==> src/rtl/decode_sb.sv <==
// decode_sb: LC-3b decode stage with register file, condition-code register,
// per-register scoreboard, writeback bypass and a one-entry output register.
//
// Ports:
//   clk, rst_n                 clock, synchronous active-low reset
//   in_valid/in_ready          fetch handshake; in_npc, in_ir carry the instruction
//   out_valid/out_ready        downstream handshake
//   out_npc, out_ir            registered npc / instruction
//   out_sr1, out_sr2           operand values read at issue
//   out_drid                   destination register id
//   out_cc                     NZP at issue
//   out_ld_reg, out_ld_cc      instruction writes a register / the CC
//   flush                      drop the output register and the input this cycle
//   wb_valid, wb_we            retirement of one counted instruction (we=0: squashed)
//   wb_drid, wb_data           register and value to commit
//   wb_ld_reg, wb_ld_cc, wb_cc flags as issued, new NZP
module decode_sb #(
  parameter int WIDTH        = 16,
  parameter int NREGS        = 8,
  parameter int LINK_REG     = 7,
  parameter int MAX_INFLIGHT = 4,
  localparam int REG_W = $clog2(NREGS),
  localparam int CNT_W = $clog2(MAX_INFLIGHT + 1)
) (
  input  logic             clk,
  input  logic             rst_n,
  input  logic             in_valid,
  output logic             in_ready,
  input  logic [WIDTH-1:0] in_npc,
  input  logic [15:0]      in_ir,
  output logic             out_valid,
  input  logic             out_ready,
  output logic [WIDTH-1:0] out_npc,
  output logic [15:0]      out_ir,
  output logic [WIDTH-1:0] out_sr1,
  output logic [WIDTH-1:0] out_sr2,
  output logic [REG_W-1:0] out_drid,
  output logic [2:0]       out_cc,
  output logic             out_ld_reg,
  output logic             out_ld_cc,
  input  logic             flush,
  input  logic             wb_valid,
  input  logic             wb_we,
  input  logic [REG_W-1:0] wb_drid,
  input  logic [WIDTH-1:0] wb_data,
  input  logic             wb_ld_reg,
  input  logic             wb_ld_cc,
  input  logic [2:0]       wb_cc
);

  typedef enum logic [3:0] {
    OP_BR  = 4'b0000, OP_ADD = 4'b0001, OP_LDB = 4'b0010, OP_STB  = 4'b0011,
    OP_JSR = 4'b0100, OP_AND = 4'b0101, OP_LDW = 4'b0110, OP_STW  = 4'b0111,
    OP_RTI = 4'b1000, OP_NOT = 4'b1001, OP_LDI = 4'b1010, OP_STI  = 4'b1011,
    OP_JMP = 4'b1100, OP_SHF = 4'b1101, OP_LEA = 4'b1110, OP_TRAP = 4'b1111
  } opcode_e;

  logic [WIDTH-1:0] regs [NREGS];
  logic [2:0]       cc;
  logic [CNT_W-1:0] pend [NREGS];
  logic [CNT_W-1:0] cc_pend;
  logic [CNT_W-1:0] inflight;

  opcode_e          op;
  logic             use_sr1, use_sr2, use_cc, is_store, dec_ld_reg, dec_ld_cc;
  logic [REG_W-1:0] sr1_id, sr2_id, dr_id;
  logic             wb_byp_reg, wb_byp_cc;
  logic             sr1_ok, sr2_ok, cc_ok, cap_full, hazard;
  logic             out_counted, fire, handoff;
  logic [CNT_W:0]   occ;
  logic [WIDTH-1:0] sr1_val, sr2_val;
  logic [2:0]       cc_val;

  assign op = opcode_e'(in_ir[15:12]);

  always_comb begin
    use_sr1    = 1'b0;
    use_sr2    = 1'b0;
    use_cc     = 1'b0;
    is_store   = 1'b0;
    dec_ld_reg = 1'b0;
    dec_ld_cc  = 1'b0;
    case (op)
      OP_ADD, OP_AND: begin
        use_sr1    = 1'b1;
        use_sr2    = !in_ir[5];
        dec_ld_reg = 1'b1;
        dec_ld_cc  = 1'b1;
      end
      OP_NOT, OP_LDB, OP_LDW, OP_LDI, OP_SHF: begin
        use_sr1    = 1'b1;
        dec_ld_reg = 1'b1;
        dec_ld_cc  = 1'b1;
      end
      OP_STB, OP_STW, OP_STI: begin
        use_sr1  = 1'b1;
        use_sr2  = 1'b1;
        is_store = 1'b1;
      end
      OP_JMP: use_sr1 = 1'b1;
      OP_JSR: begin
        use_sr1    = !in_ir[11];  // JSRR reads its base register, JSR does not
        dec_ld_reg = 1'b1;
      end
      OP_LEA, OP_TRAP: dec_ld_reg = 1'b1;
      OP_BR:           use_cc     = 1'b1;
      default: ;
    endcase
  end

  assign sr1_id = REG_W'(in_ir[8:6]);
  assign sr2_id = is_store ? REG_W'(in_ir[11:9]) : REG_W'(in_ir[2:0]);
  assign dr_id  = (op == OP_JSR || op == OP_TRAP) ? REG_W'(LINK_REG) : REG_W'(in_ir[11:9]);

  assign wb_byp_reg  = wb_valid && wb_we && wb_ld_reg;
  assign wb_byp_cc   = wb_valid && wb_we && wb_ld_cc;
  assign out_counted = out_ld_reg || out_ld_cc;

  // A source is ready when nothing ahead still owes it a value, or the single
  // outstanding writer commits in this very cycle (bypassed below).
  assign sr1_ok = !(out_valid && out_ld_reg && out_drid == sr1_id) &&
                  (pend[sr1_id] == '0 ||
                   (pend[sr1_id] == CNT_W'(1) && wb_byp_reg && wb_drid == sr1_id));
  assign sr2_ok = !(out_valid && out_ld_reg && out_drid == sr2_id) &&
                  (pend[sr2_id] == '0 ||
                   (pend[sr2_id] == CNT_W'(1) && wb_byp_reg && wb_drid == sr2_id));
  assign cc_ok  = !(out_valid && out_ld_cc) &&
                  (cc_pend == '0 || (cc_pend == CNT_W'(1) && wb_byp_cc));

  // The output register counts as in flight even if it leaves this cycle.
  assign occ      = {1'b0, inflight} + {{CNT_W{1'b0}}, out_valid && out_counted};
  assign cap_full = (dec_ld_reg || dec_ld_cc) && (occ >= (CNT_W+1)'(MAX_INFLIGHT));
  assign hazard   = (use_sr1 && !sr1_ok) || (use_sr2 && !sr2_ok) || (use_cc && !cc_ok) || cap_full;

  assign in_ready = rst_n && !flush && !hazard && (!out_valid || out_ready);
  assign fire     = in_valid && in_ready;
  assign handoff  = out_valid && out_ready;

  assign sr1_val = (wb_byp_reg && wb_drid == sr1_id) ? wb_data : regs[sr1_id];
  assign sr2_val = (wb_byp_reg && wb_drid == sr2_id) ? wb_data : regs[sr2_id];
  assign cc_val  = wb_byp_cc ? wb_cc : cc;

  always_ff @(posedge clk) begin
    if (!rst_n) begin
      out_valid  <= 1'b0;
      out_npc    <= '0;
      out_ir     <= '0;
      out_sr1    <= '0;
      out_sr2    <= '0;
      out_drid   <= '0;
      out_cc     <= '0;
      out_ld_reg <= 1'b0;
      out_ld_cc  <= 1'b0;
    end else if (flush) begin
      out_valid <= 1'b0;
    end else if (fire) begin
      out_valid  <= 1'b1;
      out_npc    <= in_npc;
      out_ir     <= in_ir;
      out_sr1    <= sr1_val;
      out_sr2    <= sr2_val;
      out_drid   <= dr_id;
      out_cc     <= cc_val;
      out_ld_reg <= dec_ld_reg;
      out_ld_cc  <= dec_ld_cc;
    end else if (handoff) begin
      out_valid <= 1'b0;
    end
  end

  always_ff @(posedge clk) begin
    if (!rst_n) begin
      for (int unsigned r = 0; r < NREGS; r++) begin
        regs[r] <= '0;
        pend[r] <= '0;
      end
      cc       <= 3'b010;
      cc_pend  <= '0;
      inflight <= '0;
    end else begin
      if (wb_valid) begin
        assert (inflight != '0);
        if (wb_ld_reg) assert (pend[wb_drid] != '0);
        if (wb_ld_cc)  assert (cc_pend != '0);
      end
      // Squashed retirements (wb_we=0) still release their scoreboard slots.
      for (int unsigned r = 0; r < NREGS; r++) begin
        pend[r] <= pend[r]
                 + CNT_W'(handoff && out_ld_reg && out_drid == REG_W'(r))
                 - CNT_W'(wb_valid && wb_ld_reg && wb_drid == REG_W'(r));
      end
      cc_pend  <= cc_pend + CNT_W'(handoff && out_ld_cc) - CNT_W'(wb_valid && wb_ld_cc);
      inflight <= inflight + CNT_W'(handoff && out_counted) - CNT_W'(wb_valid);
      if (wb_byp_reg) regs[wb_drid] <= wb_data;
      if (wb_byp_cc)  cc <= wb_cc;
    end
  end

endmodule

==> config.mk <==
export PLATFORM = sky130hd
export DESIGN_NAME = decode_sb
export DESIGN_NICKNAME = d
export VERILOG_FILES = /design/src/rtl/decode_sb.sv
export SDC_FILE = /design/constraint.sdc
export NUM_CORES = 1
export LEC_CHECK = 0
export ABC_AREA = 1
export CORE_ASPECT_RATIO = 1.4
export CORE_MARGIN = 2
export CORE_UTILIZATION = 44
export CTS_BUF_LIST = sky130_fd_sc_hd__clkbuf_4 sky130_fd_sc_hd__clkbuf_8
export DETAILED_ROUTE_END_ITERATION = 7
export GPL_ROUTABILITY_DRIVEN = 0
export SETUP_SLACK_MARGIN = 0.2
export SYNTH_ARGS = -nofsm -noshare
export SYNTH_HDL_FRONTEND = slang
export SYNTH_SLANG_ARGS = --single-unit
==> constraint.sdc <==
create_clock -name clk -period 2.65 [get_ports clk]
set_input_delay 0.265 -clock clk [delete_from_list [all_inputs] [get_ports clk]]
set_output_delay 0.265 -clock clk [all_outputs]
set_load 0.1 [all_outputs]
# Yosys cells after proc, flatten, opt, wreduce, memory -nomap -nowiden

Memories as Yosys holds them, arrays and structs flattened. A register that Yosys moved wholly into a read port is not among the register bits.
Index checks and enable logic that the tools add are counted.
Widths: inputs -> output; s select.

Bits in writable memories: 152
Logic and storage cells: 190
Output and inout bits: 74
Bits of input ports: 63
Memories: 2
Register bits after elaboration: 50

Bitwise operators: 10
Reduce and logical (&&, ||, !) cells: 84
$add $sub $neg: 21
Magnitude comparators: 1
Eq/ne operators: 35
Multiplexer cells: 27

Memory list:

| name | depth | bits a word | rd ports | clocked after memory_dff | wr ports | line | RTL |
|---|---|---|---|---|---|---|---|
| regs | 8     | 16          | 2        | 2                        | 8        | 58   | `logic [WIDTH-1:0] regs [NREGS];` |
| pend | 8     | 3           | 10       | 0                        | 8        | 60   | `logic [CNT_W-1:0] pend [NREGS];` |

Operators by type and width:

| kind               | count |
|---|---|
| $logic_and 1x1->1  | 46 |
| $mux 3             | 12 |
| $add 3x1->3        | 10 |
| $sub 3x1->3        | 10 |
| $eq 4x4->1 const B | 7 |
| $eq 3x3->1 const B | 8 |
| $eq 4x3->1 const B | 4 |
| $mux 16            | 1 |
| $reduce_or 16->1   | 1 |
| $eq 3x1->1 const B | 5 |
| $logic_not 3->1    | 5 |
| $logic_not 1->1    | 13 |
| $eq 3x2->1 const B | 4 |
| $eq 3x3->1         | 4 |
| $mux 1             | 12 |
| $reduce_or 11->1   | 1 |
| $logic_or 1x1->1   | 10 |
| $reduce_or 10->1   | 1 |
| $eq 4x2->1 const B | 2 |
| $or 1x1->1         | 8 |
| $reduce_or 7->1    | 1 |
| $add 3x1->4        | 1 |
| $eq 4x1->1 const B | 1 |
| $ge 4x3->1 const B | 1 |
| 7 further kinds    | 10 |

# Depth between registers and ports, before layout

An unclocked memory read counts as a cell.

Depth after elaboration: 20
Depth in mapped cells: 18
Mapped depth without buffers: 17

# Least setup slack after synthesis

OpenSTA, ideal clock, no wires.

Path kind: reg2out
Start: reg out_valid
End: out in_ready
Stages on the path, launching flop included: 11
Setup slack: -0.591 ns
Arrival: 2.976 ns
Required time: 2.385 ns
Buffers on the path: 1
Cells stage by stage: dfxtp_1 nand2_1 nand2_1 nand3_1 nand2_1 nand3_1 nand2_1 nand3_1 a21oi_1 clkbuf_1 and2_1

Cells in the longest elaborated chain, start to end: 12
Elaborated cells between the ends (all ways): 28
Those cells by class: 1 x add/sub; 1 x order compare; 26 x reduce/logical

RTL lines:

| item                                                                 | line | RTL |
|---|---|---|
| start, declared                                                      | 31   | `output logic out_valid,` |
| start signal, assigned                                               | 145  | `out_valid <= 1'b0;` |
| start signal, assigned                                               | 155  | `out_valid <= 1'b0;` |
| start signal, assigned                                               | 157  | `out_valid <= 1'b1;` |
| parallel branches: the longest is 11 deep, another holds $add 3x1->4 | -    |  |
| $logic_and 1x1->1 *                                                  | 135  | `assign in_ready = rst_n && !flush && !hazard && (!out_valid \|\| out_ready);` |
| end, declared                                                        | 28   | `output logic in_ready,` |

Mark *: on every way between the ends.

==> results.md <==
* Status: finished, final reports clean
* Synthesized Nets at 1816
* Number of global-route vias before repair at 11800
* HP Class: primary input to flop
* Largest reg by FF count: regs
* FFs w/ async S/R, synth at 0
* DRC Markers at 0
* Pwr/cell area at 589 nW/um2
* Setup TNS at 0 ns
* H-tree levels at 2
* WP buf/inv at 3
* DR iter-0 viols at 753
* Register area share after synthesis at 0.465
* Root Buffer: clkbuf_8
* WP data arrival at 2.25 ns
* Clock slew at reported path FFs at 0.06 ns
* Synth warnings at 0
* First-pass GRT wire length at ~60000 um
* Layout fillers at 2809
* # hold bufs at CTS at 0
* Die Wd at around 150 um
* GRT Overall Usage at 0.260
* Post-synthesis register bit count at 234
* ANT cells at 0
* Netlist cell types at 33
* Top-area cell type share of the netlist area at 0.300
* Num rows at 73
* Largest area contributor in the netlist: edfxtp_1
* Post-synth EDFFs at 128
* Top FF cell, synth: edfxtp_1
* HPWL after detailed placement at ~29000 um
* CP most frequent cell: nand4_1
* Peak VDD IR at roughly 0.38 mV
* Most numerous cell in the Yosys netlist: nand2_1
* Clock buffer depth at 3
* CTS Sinks at 234
* Drt wl/cell at around 17 um
* CP cell instances: or2_4, nand3_2, nand4_1, nand2_1, nand4_1, a21oi_2, buf_4, buf_6, and2_4, buf_12
* Largest net degree at the start of global routing at 56
* Syn Inst Count at 1722
* Top cells by area, synth: edfxtp_1 (30%), dfxtp_1 (17%), nand2_1 (10%)
* Required @ worst endpoint at 2.38 ns
* Finished Layout Cells at 2323
* Starting density of the core at 0.449
* Achievable Freq at 398 MHz
* Largest stage delay on the critical path at 0.32 ns
* CP max FO at 3
* Crit path time final at roughly 2.5 ns
* Final Net Count at 2015
* Port bufs at approximately 140
* Worst Skew at 0.0119 ns
* Leak Pwr at approximately 7.6 nW
* Largest registers: regs: 128 flops, pend: 24 flops
* Later-pin clock latency in the skew report at about 0.56 ns
* Unrepaired setup endpoints after global routing: yes
* Setup violators final at 0
* Share of layout cells above drive strength 1 at 0.165
* Final Hold Vio Count at 0
* I/O Pins at 137
* Footprint of the multi-input gates at 5630 um2
* Max-cap violations at 0
* Worst-Margin Slew at 0.639 ns
* Worst Setup End Kind: output pin
* Max reg flops at roughly 130
* Crit Path Category: flop to output pin
* Delay-heaviest family, CP: simple AND/OR/NAND/NOR gates
* Routed Wire Length at 39800 um
* DR vias at 12100
* Max-slew headroom at 0.574
* Final Core Density at 0.561
* Synthesized cell area at ~13000 um2
* Syn avg cell area at 7.45 um2
* DP Cell Count at 2236
* Worst setup SP type: flop
* CTS tree: yes
* Post-route ant nets at 0
* Core area at between 20000 and 30000 um2
* Area grow syn2layout at 25.0%
* CP max stage cell: dfxtp_2
* Global route overflow at 0
* Final Cycle Share at 0.948
* Total power at 0.00943 W
* Cts bufs inserted at 41
* Pins Over Slew Limit at 0
* FF+latch area at 5990 um2
* Die Area at 30500 um2
* Initial antenna violation count at 0
* Synth top cells by count: nand2_1 (350), nor2_1 (301), inv_1 (230)
* Height of the die at 206 um
* DRT Pass-1 Iters at 6
* Worst R2R Setup Slack at roughly 0.29 ns
* Vias per cell at just over 5
## logic make-up after synthesis
group,after synthesis,share of synthesized area
compound gates,232,0.103
xor+xnor,11,0.00751
fa+ha+maj,31,0.0361
buf+inv,353,0.110
flops,234,0.465
mux,3,0.00234
simple gates,858,0.277
## final cells by class
type,count,share of cell area
timing repair buffer,256,0.137
clock buffer,64,0.0472
multi-input combinational,1136,0.351
inverter,252,0.0596
clock inverter,6,0.00180
sequential,234,0.374
tap,375,0.0293
## where the power goes
part / switching, W / total (W) / internal, W
sequential: 0.000108 / 0.00413 / 0.00403
combinational: 0.00138 / 0.00202 / 0.000636
clock: 0.00149 / 0.00328 / 0.00180
total: 0.00298 / 0.00943 / 0.00646
## path summary, 6_finish.rpt
check                            startpoint         end  cells past startpoint
worst max-delay path             pend[0][2]    in_ready                     10
worst max register to register  out_drid[0]  pend[4][2]                     13
worst min register to register   pend[3][2]  pend[3][2]                      1
worst min-delay path               in_ir[8]   out_ir[8]                      3
## placed cells by master (no fill, tap or decap), drive strengths merged, types with 8 or more instances in the layout
master and n:
a21oi 72, buf 197, clkbuf 64, clkdlybuf4s50 53
clkinv 24, dfxtp 106, edfxtp 128, fa 10
ha 21, inv 232, nand2 358, nand3 157
nand4 22, nor2 301, nor4 8, o211ai 60
o21ai 98, xor2 9
## timing repair
item / 4_1_cts / 5_1_grt
pin swaps: 5 / 13
setup endpoints to repair: 1 / 28
buffers inserted: 6 / 10
gates resized for setup: 22 / 38
cloned: 0 / 1
## stage by stage
stage / area [um2] / hold slack, ns / setup WS [ns]
after CTS: 15800 / 0.0899 / 0.0861
final: 16000 / 0.102 / 0.138
after global routing: 16000 / 0.121 / 0.0413
after detailed placement: 14900 / 0.445 / -0.201
after floorplan: 12800 / 0.400 / 0.294
after global placement: 14900 / 0.442 / -0.148
## layer usage
layer  routed length [um]  global-route usage  share of wire
met5                    0                   0              0
met4                 2370               0.155          0.060
met3                 1670              0.0336          0.042
met2                22100               0.509           0.55
met1                13700               0.256           0.34
## tightest hold or removal path, cell delays in order
cell and delay [ns]:
dlymetal6s2s_1 0.19, nor2_1 0.12, nor2_1 0.05
Power figures use the tool's default switching activity.
